--- config.mk ---
export PLATFORM = sky130hd
export DESIGN_NAME = mod_mult_pair_acc
export DESIGN_NICKNAME = d
export VERILOG_FILES = /design/src/rtl/mod_mult_pair_acc.sv
export SDC_FILE = /design/constraint.sdc
export NUM_CORES = 2
export LEC_CHECK = 0
export CORE_MARGIN = 2
export CORE_UTILIZATION = 45
export CTS_CLUSTER_DIAMETER = 60
export DETAILED_ROUTE_END_ITERATION = 8
export GPL_TIMING_DRIVEN = 0
export MAX_ROUTING_LAYER = met4
export SYNTH_ARGS = -nofsm -noshare
export SYNTH_HDL_FRONTEND = slang
export SYNTH_SLANG_ARGS = --single-unit
--- constraint.sdc ---
create_clock -name clk -period 12.55 [get_ports clk]
set_input_delay 2.51 -clock clk [delete_from_list [all_inputs] [get_ports clk]]
set_output_delay 2.51 -clock clk [all_outputs]
set_load 0.05 [all_outputs]
--- src/rtl/mod_mult_pair_acc.sv ---
`default_nettype none
// +----------------------------------------------------------------------------+
// | mod_mult_pair_acc: pipelined x*y with pairwise product summation           |
// | Rev 1.0 - initial release                                                  |
// +----------------------------------------------------------------------------+
module mod_mult_pair_acc #(
  parameter int         MOD_W    = 33,
  parameter int         OP_W     = 2*MOD_W+1,
  parameter int         IN_PIPE  = 1,
  parameter int         SIDE_W   = 0,
  parameter logic [1:0] RST_SIDE = 2'b00
) (
  input  logic                                clk,
  input  logic                                rst,
  input  logic [MOD_W-1:0]                    in_x,
  input  logic [MOD_W-1:0]                    in_y,
  input  logic                                in_last,
  input  logic                                in_avail,
  input  logic [((SIDE_W > 0) ? SIDE_W : 1)-1:0] in_side,
  output logic [OP_W-1:0]                     z,
  output logic                                out_single,
  output logic                                out_avail,
  output logic [((SIDE_W > 0) ? SIDE_W : 1)-1:0] out_side
);

  localparam int              SW           = (SIDE_W > 0) ? SIDE_W : 1;
  localparam int              PW           = 2*MOD_W;
  localparam bit              SIDE_HAS_RST = RST_SIDE[0] | RST_SIDE[1];
  localparam logic [SW-1:0]   SIDE_RST_VAL = RST_SIDE[0] ? {SW{1'b0}} : {SW{1'b1}};

  typedef enum logic [0:0] {
    EMPTY = 1'b0,
    HALF  = 1'b1
  } state_t;

  if (OP_W != 2*MOD_W+1) begin : g_bad_op_w
    $fatal(1, "mod_mult_pair_acc: OP_W must equal 2*MOD_W+1");
  end

  // Operands as seen by the multiplier stage
  logic [MOD_W-1:0] a_x;
  logic [MOD_W-1:0] a_y;
  logic             a_last;
  logic             a_avail;
  logic [SW-1:0]    a_side;

  if (IN_PIPE == 1) begin : g_in_pipe
    logic [MOD_W-1:0] s0_x_d, s0_x_q;
    logic [MOD_W-1:0] s0_y_d, s0_y_q;
    logic             s0_last_d, s0_last_q;
    logic             s0_avail_d, s0_avail_q;
    logic [SW-1:0]    s0_side_d, s0_side_q;

    always_comb begin
      s0_x_d     = in_x;
      s0_y_d     = in_y;
      s0_last_d  = in_last;
      s0_avail_d = in_avail;
      s0_side_d  = in_side;
    end

    always_ff @(posedge clk or posedge rst) begin
      if (rst) begin
        s0_x_q     <= '0;
        s0_y_q     <= '0;
        s0_last_q  <= 1'b0;
        s0_avail_q <= 1'b0;
      end else begin
        s0_x_q     <= s0_x_d;
        s0_y_q     <= s0_y_d;
        s0_last_q  <= s0_last_d;
        s0_avail_q <= s0_avail_d;
      end
    end

    if (SIDE_HAS_RST) begin : g_s0_side_rst
      always_ff @(posedge clk or posedge rst) begin
        if (rst) s0_side_q <= SIDE_RST_VAL;
        else     s0_side_q <= s0_side_d;
      end
    end else begin : g_s0_side_norst
      always_ff @(posedge clk) begin
        s0_side_q <= s0_side_d;
      end
    end

    assign a_x     = s0_x_q;
    assign a_y     = s0_y_q;
    assign a_last  = s0_last_q;
    assign a_avail = s0_avail_q;
    assign a_side  = s0_side_q;
  end else begin : g_no_in_pipe
    assign a_x     = in_x;
    assign a_y     = in_y;
    assign a_last  = in_last;
    assign a_avail = in_avail;
    assign a_side  = in_side;
  end

  logic [PW-1:0]   prod_d, prod_q;
  logic            s1_last_d, s1_last_q;
  logic            s1_avail_d, s1_avail_q;
  logic [SW-1:0]   s1_side_d, s1_side_q;

  state_t          state_d, state_q;
  logic [PW-1:0]   acc_d, acc_q;
  logic [OP_W-1:0] z_d, z_q;
  logic            out_single_d, out_single_q;
  logic            out_avail_d, out_avail_q;
  logic [SW-1:0]   out_side_d, out_side_q;

  always_comb begin
    prod_d     = PW'(a_x) * PW'(a_y);
    s1_last_d  = a_last;
    s1_avail_d = a_avail;
    s1_side_d  = a_side;
  end

  // Pair accumulator: first product of a pair is parked, second one emits the sum
  always_comb begin
    state_d      = state_q;
    acc_d        = acc_q;
    z_d          = z_q;
    out_single_d = out_single_q;
    out_avail_d  = 1'b0;
    out_side_d   = out_side_q;
    if (s1_avail_q) begin
      case (state_q)
        EMPTY: begin
          if (s1_last_q) begin
            z_d          = {1'b0, prod_q};
            out_single_d = 1'b1;
            out_avail_d  = 1'b1;
            out_side_d   = s1_side_q;
          end else begin
            acc_d   = prod_q;
            state_d = HALF;
          end
        end
        HALF: begin
          z_d          = {1'b0, acc_q} + {1'b0, prod_q};
          out_single_d = 1'b0;
          out_avail_d  = 1'b1;
          out_side_d   = s1_side_q;
          state_d      = EMPTY;
        end
        default: state_d = EMPTY;
      endcase
    end
  end

  always_ff @(posedge clk or posedge rst) begin
    if (rst) begin
      prod_q       <= '0;
      s1_last_q    <= 1'b0;
      s1_avail_q   <= 1'b0;
      state_q      <= EMPTY;
      acc_q        <= '0;
      z_q          <= '0;
      out_single_q <= 1'b0;
      out_avail_q  <= 1'b0;
    end else begin
      prod_q       <= prod_d;
      s1_last_q    <= s1_last_d;
      s1_avail_q   <= s1_avail_d;
      state_q      <= state_d;
      acc_q        <= acc_d;
      z_q          <= z_d;
      out_single_q <= out_single_d;
      out_avail_q  <= out_avail_d;
    end
  end

  if (SIDE_HAS_RST) begin : g_side_rst
    always_ff @(posedge clk or posedge rst) begin
      if (rst) begin
        s1_side_q  <= SIDE_RST_VAL;
        out_side_q <= SIDE_RST_VAL;
      end else begin
        s1_side_q  <= s1_side_d;
        out_side_q <= out_side_d;
      end
    end
  end else begin : g_side_norst
    always_ff @(posedge clk) begin
      s1_side_q  <= s1_side_d;
      out_side_q <= out_side_d;
    end
  end

  assign z          = z_q;
  assign out_single = out_single_q;
  assign out_avail  = out_avail_q;
  assign out_side   = out_side_q;

endmodule
`default_nettype wire

# ---- After elaboration in Yosys (flattened, before gate mapping)
# Cells that the tools add are included.
# W data, S select, Z words.
dict set report op_classes {
  add_sub_neg 1
  mul 1
  n_eq_ne 1
  mux 11
  n_bitwise 2
  n_reduce_logical 2
}
# op n
set op_table {}
lappend op_table {{$pmux W67 S2} 1}
lappend op_table {{$add A66 B66 Y67} 1}
lappend op_table {{$mux W67} 1}
lappend op_table {{$mul A33 B33 Y66} 1}
lappend op_table {{$pmux W1 S2} 4}
lappend op_table {{$mux W1} 5}
lappend op_table {{$reduce_and A3 Y1} 1}
lappend op_table {{$ne A2 B2 Y1 const B} 1}
lappend op_table {{$not A1 Y1} 2}
lappend op_table {{$reduce_and A2 Y1} 1}
dict set report word_totals {
  reg_bits 275
  inputBits 71
  output_inout_bits 70
}

# ---- Depth between registers and ports, before layout
dict set report depth {
  depth_word 3
  mapped_depth 30
  mapped_depth_nobuf 28
}

# ---- Least setup slack after synthesis
# Ideal clock, no wire load.
dict set report synth_timing {
  kind {reg2reg}
  start {register g_in_pipe.s0_y_q[0] (netlist: a_y[0])}
  end {register prod_q[64]}
  setup_time_ns 0.125
  arrival_time_ns 7.292
  required_time_ns 12.425
  setup_slack_ns 5.133
  path_stages_with_launch 30
  path_cell_list {dfrtp_1 > clkbuf_1 > and2_1 > fa_1 > inv_1 > fa_1 > inv_1 > fa_1 > inv_1 > fa_1 > inv_1 > fa_1 > inv_1 > fa_1 > inv_1 > fa_1 > inv_1 > fa_1 > inv_1 > ha_1 > clkbuf_1 > nand4_1 > nor4_2 > o21a_1 > o31ai_4 > a2bb2oi_2 > o31a_4 > o31ai_4 > a221oi_2 > xnor2_1}
}
dict set report synth_via {
  elab_chain_len 1
}
# item line
set synth_lines {}
lappend synth_lines {{start, declared} 49} ;# logic [MOD_W-1:0] s0_y_d, s0_y_q;
lappend synth_lines {{start signal, assigned} 70} ;# s0_y_q <= s0_y_d;
lappend synth_lines {{$mul A33 B33 Y66} 113} ;# prod_d = PW'(a_x) * PW'(a_y);
lappend synth_lines {{via prod_d[64]} 100} ;# logic [PW-1:0] prod_d, prod_q;
lappend synth_lines {{end signal, assigned} 163} ;# prod_q <= prod_d;
lappend synth_lines {{end, declared} 100}
# The timed path passes the listed nets, and every way through them passes these cells.
# A chain may end at the register's enable or synchronous reset.

# ---- Worst setup path after layout
dict set report layout_timing {
  start {register g_in_pipe.s0_y_q[11] (netlist: a_y[11])}
  end {register prod_q[56]}
}
# Same word-level chain as after synthesis.

==> run summary <==
The synthesized design contains 275 register bits. The share of layout cells above drive strength 1 came out at 3.632%. sky130_fd_sc_hd__inv_1 is the most common cell in the netlist. For the worst setup path, the data required time is 13,060 ps. Sorting the synthesized cells by area gives the leading types as sky130_fd_sc_hd__fa_1 40%, sky130_fd_sc_hd__dfrtp_1 14%, sky130_fd_sc_hd__ha_1 8.5%. Dividing the final minimum period by the clock period gives 73.31%. The number of nets in the synthesized netlist is 6,539.

The cell count after synthesis was 5,178; the count of buffers from port buffering was 140. The final route contains 36,970 vias. The number of resized instances in the post-cts repair step is 0, and the highest net fanout along the worst path is 10.

Dividing the detail-routed wire length by the instance count gives 24.60 um. The endpoint of the worst-slack reg-to-reg timing path is prod_q[56]. The proportion of register bits with asynchronous set or reset after synthesis came out at 98.91%. The overall global routing resource usage was 31.76%. The count of nets left with antenna violations once routing finished came out at 0. The clock reaches the later pin of the worst-skew pair after 610 ps.

For the worst flop-to-flop path, the logic depth is 25. Of the post-synthesis cell area, the dominant cell type holds 39.62%. The layout overhead on the synthesized area works out to 9.544%. The congestion estimate from routability-driven global placement came to 1.012.

Buffers inserted during clock tree synthesis total 41. In the routed layout, each cell is associated on average with a via count of 5.430. After synthesis, the netlist uses 93 different library cells.

The clock edge transition at the registers on the reported setup and hold paths was 60 ps. After layout, the worst setup slack is 3349 ps. Entering global routing, the biggest net connects 118 pins. The worst setup path is captured at a flop. Summed over all instances, the cell type with the most area after synthesis is sky130_fd_sc_hd__fa_1.

The number of warnings issued by yosys was 0. The clock tree synthesis step divided the H-tree into 2 levels. The sequential cells in the finished layout cover a total of 6877 um^2. The worst setup path is of the flop to flop kind.

The clock sink count was 275. In this run the cell area measured after placement is 51,670 um^2. In this run the core area contains 120 standard-cell rows.

Among all flip-flop cells after synthesis, the most frequent one is sky130_fd_sc_hd__dfrtp_1. The type of the tightest min-delay check was flop to flop. The post-CTS setup buffer count came out at 0.

The run finished with clean final reports. The startpoint identified for the worst hold timing path is a_side. Clock tree synthesis selected as its root buffer the cell sky130_fd_sc_hd__clkbuf_16. STA classifies the critical path startpoint as a flop.

Setup repair after global routing left no endpoint under its margin. Setup violations remaining at the end of the flow were counted as 0. The number of hold buffers added after CTS came out at 0.

The first-pass iteration count of the detailed router came out at 6. Max-slew headroom at the worst pin: 16.23%. The final net count came out at 6,724. For this run, design rule violations remaining after detail routing come to 0.

Number of antenna violations at the first check in global routing: 13. The tools report the global-route wire length before repair as 251,000 um. The tools report the final number of hold-violating endpoints as 0. STA puts the critical path data arrival time at 9710 ps. Max-cap violations in this run came to 0.

For the pin with the worst max-slew slack, the measured transition is 1256 ps. The die area is 110,300 um^2. The cell area that synthesis handed to floorplanning was 48,450 um^2. For the initial core utilization, the log shows 45.32%. The floorplan step defined a core boundary enclosing 106,900 um^2. At the placement stage, the worst setup path has a slack of 3491 ps. The boundary pin count came out at 141. The via count of the first global-routing pass was 38,750; the total half-perimeter wirelength after legalization and detailed placement was 141,000 um.

For the aggregate global routing overflow, the log shows 0. The floorplan die width works out to 332.1 um. Count of placed standard cells in the final layout, fillers left out: 6,808.

TritonCTS built the clock tree. The critical path starts at a_y[11]. The die is 332.1 um tall.

For the total wirelength of the detailed-routed design, the log shows 167,500 um. In this run, the number of DRC markers left after iteration 0 of detailed routing was 2,657. For the worst-case clock buffer depth, the log shows 3.

The portion of the post-synthesis area used by sequential elements is 14.19%. The path with the worst hold slack has its endpoint at s1_side_q. The final critical-path required period is 9201 ps. The number of placed instances, taps included, is 6,723.

Number of synthesized flops with an enable pin: 1. For the final database, setup skew stands at 21.14 ps. Number of pins exceeding their max-slew limit in the final report: 0.

For the fmax, the log shows 0.1087 GHz. By count the netlist is led by 1,076 x sky130_fd_sc_hd__inv_1, 959 x sky130_fd_sc_hd__fa_1, 666 x sky130_fd_sc_hd__nand2_1. The worst register-to-register path begins at a_y[11]. Along the worst hold path, the cell count comes to 0. Setup slack on the worst reg-to-reg path comes out at 3350 ps.

The post-layout instance area was 53,080 um^2; the combined area of the multi-input logic cells was 36,440 um^2. The post-synthesis average cell area came out at 9.357 um^2. Counting the fill cells in the layout gives 10,260.
==> sequential cells by signal (all words and copies together) (netlist names) <==
| signal | count |
|---|---|
| a_avail | 1 |
| a_last | 1 |
| a_side | 1 |
| a_x | 33 |
| a_y | 33 |
| acc_q | 66 |
| out_avail | 1 |
| out_side | 1 |
| out_single | 1 |
| prod_q | 66 |
| s1_avail_q | 1 |
| s1_last_q | 1 |
| s1_side_q | 1 |
| state_q | 1 |
| z | 67 |
==> layout by cell type (no fill, tap or decap), drive strengths merged, types with 14 or more instances in the layout <==
| cell | instances |
|---|---|
| nand2 | 666 |
| xor2 | 36 |
| fa | 959 |
| o21bai | 31 |
| dfrtp | 272 |
| and3 | 16 |
| nor3 | 14 |
| a21o | 83 |
| and2 | 566 |
| nor2 | 84 |
| nand4 | 36 |
| a211oi | 18 |
| mux2i | 36 |
| buf | 24 |
| nand3 | 30 |
| a21oi | 178 |
| inv | 1084 |
| clkdlybuf4s50 | 140 |
| o21ai | 138 |
| a31oi | 15 |
| mux2 | 65 |
| ha | 331 |
| clkbuf | 317 |
| xnor2 | 82 |
==> area by class of cell <==
class | instances | area share, %
plain buffers | 285 | 2.060
diodes | 9 | 0.04243
clock buffers | 54 | 2.197
clock inverters | 22 | 0.4078
multi-input cells | 3541 | 68.65
inverters | 1077 | 7.631
repair buffers | 142 | 2.744
well taps | 1403 | 3.307
flip-flops and latches | 275 | 12.96
==> critical path, stage by stage, from the launching register on <==
cell	delay, ps
sky130_fd_sc_hd__dfrtp_1	800
sky130_fd_sc_hd__clkbuf_1	830
sky130_fd_sc_hd__and2_1	260
sky130_fd_sc_hd__fa_1	440
sky130_fd_sc_hd__fa_1	560
sky130_fd_sc_hd__inv_1	100
sky130_fd_sc_hd__fa_1	460
sky130_fd_sc_hd__fa_1	550
sky130_fd_sc_hd__inv_1	70
sky130_fd_sc_hd__fa_1	650
sky130_fd_sc_hd__fa_1	460
sky130_fd_sc_hd__fa_1	490
sky130_fd_sc_hd__inv_1	50
sky130_fd_sc_hd__fa_1	520
sky130_fd_sc_hd__inv_1	50
sky130_fd_sc_hd__ha_1	260
sky130_fd_sc_hd__clkbuf_2	170
sky130_fd_sc_hd__a21oi_1	180
sky130_fd_sc_hd__o21ai_0	110
sky130_fd_sc_hd__a31oi_1	230
sky130_fd_sc_hd__o21ai_0	270
sky130_fd_sc_hd__o31ai_4	400
sky130_fd_sc_hd__a2bb2oi_2	330
sky130_fd_sc_hd__nand2_1	240
sky130_fd_sc_hd__a2111oi_2	390
sky130_fd_sc_hd__xnor2_1	190
==> per-layer routing <==
metal  routed length, um  global-route usage (%)  vias up
met1               69190                   41.93    18880
met3               15880                   6.971      389
met5                   0                       -        -
met2               74520                   47.88     1697
li1                    -                       -    16000
met4                7885                   12.26        0
==> per-stage QoR <==
step | setup TNS (ps) | utilization (%) | hold slack (ps)
final | 0 | 49.65 | 347.8
after floorplan | 0 | - | 309.6
after CTS | 0 | 49.63 | 349.7
after global routing | 0 | 49.64 | 354.2
after global placement | -357430 | 48.28 | 314.3
after detailed placement | 0 | 48.33 | 323.3
==> cells by family after synthesis <==
group                    Yosys count  synth area share, %
buffers and inverters           1362                10.60
XOR/XNOR                         118                2.133
AO/OA/AOI/OAI                    567                7.621
multiplexers                     101                2.254
adder cells (fa/ha/maj)         1290                48.17
flip-flops                       275                14.19
AND/OR/NAND/NOR                 1465                15.03
==> worst max-delay path by stage <==
stage	slack, ps	endpoint	cells past startpoint
3_3_place_gp	-1420	a_y[18]	2
6_report	3350	prod_q[56]	25
5_1_grt	3090	prod_q[56]	27
2_1_floorplan	2540	a_avail	1
4_1_cts	3450	prod_q[56]	27
3_5_place_dp	3490	prod_q[56]	27
Power is not shown: default switching activity piles up to over one toggle a cycle in this logic, so the estimate is an artifact.
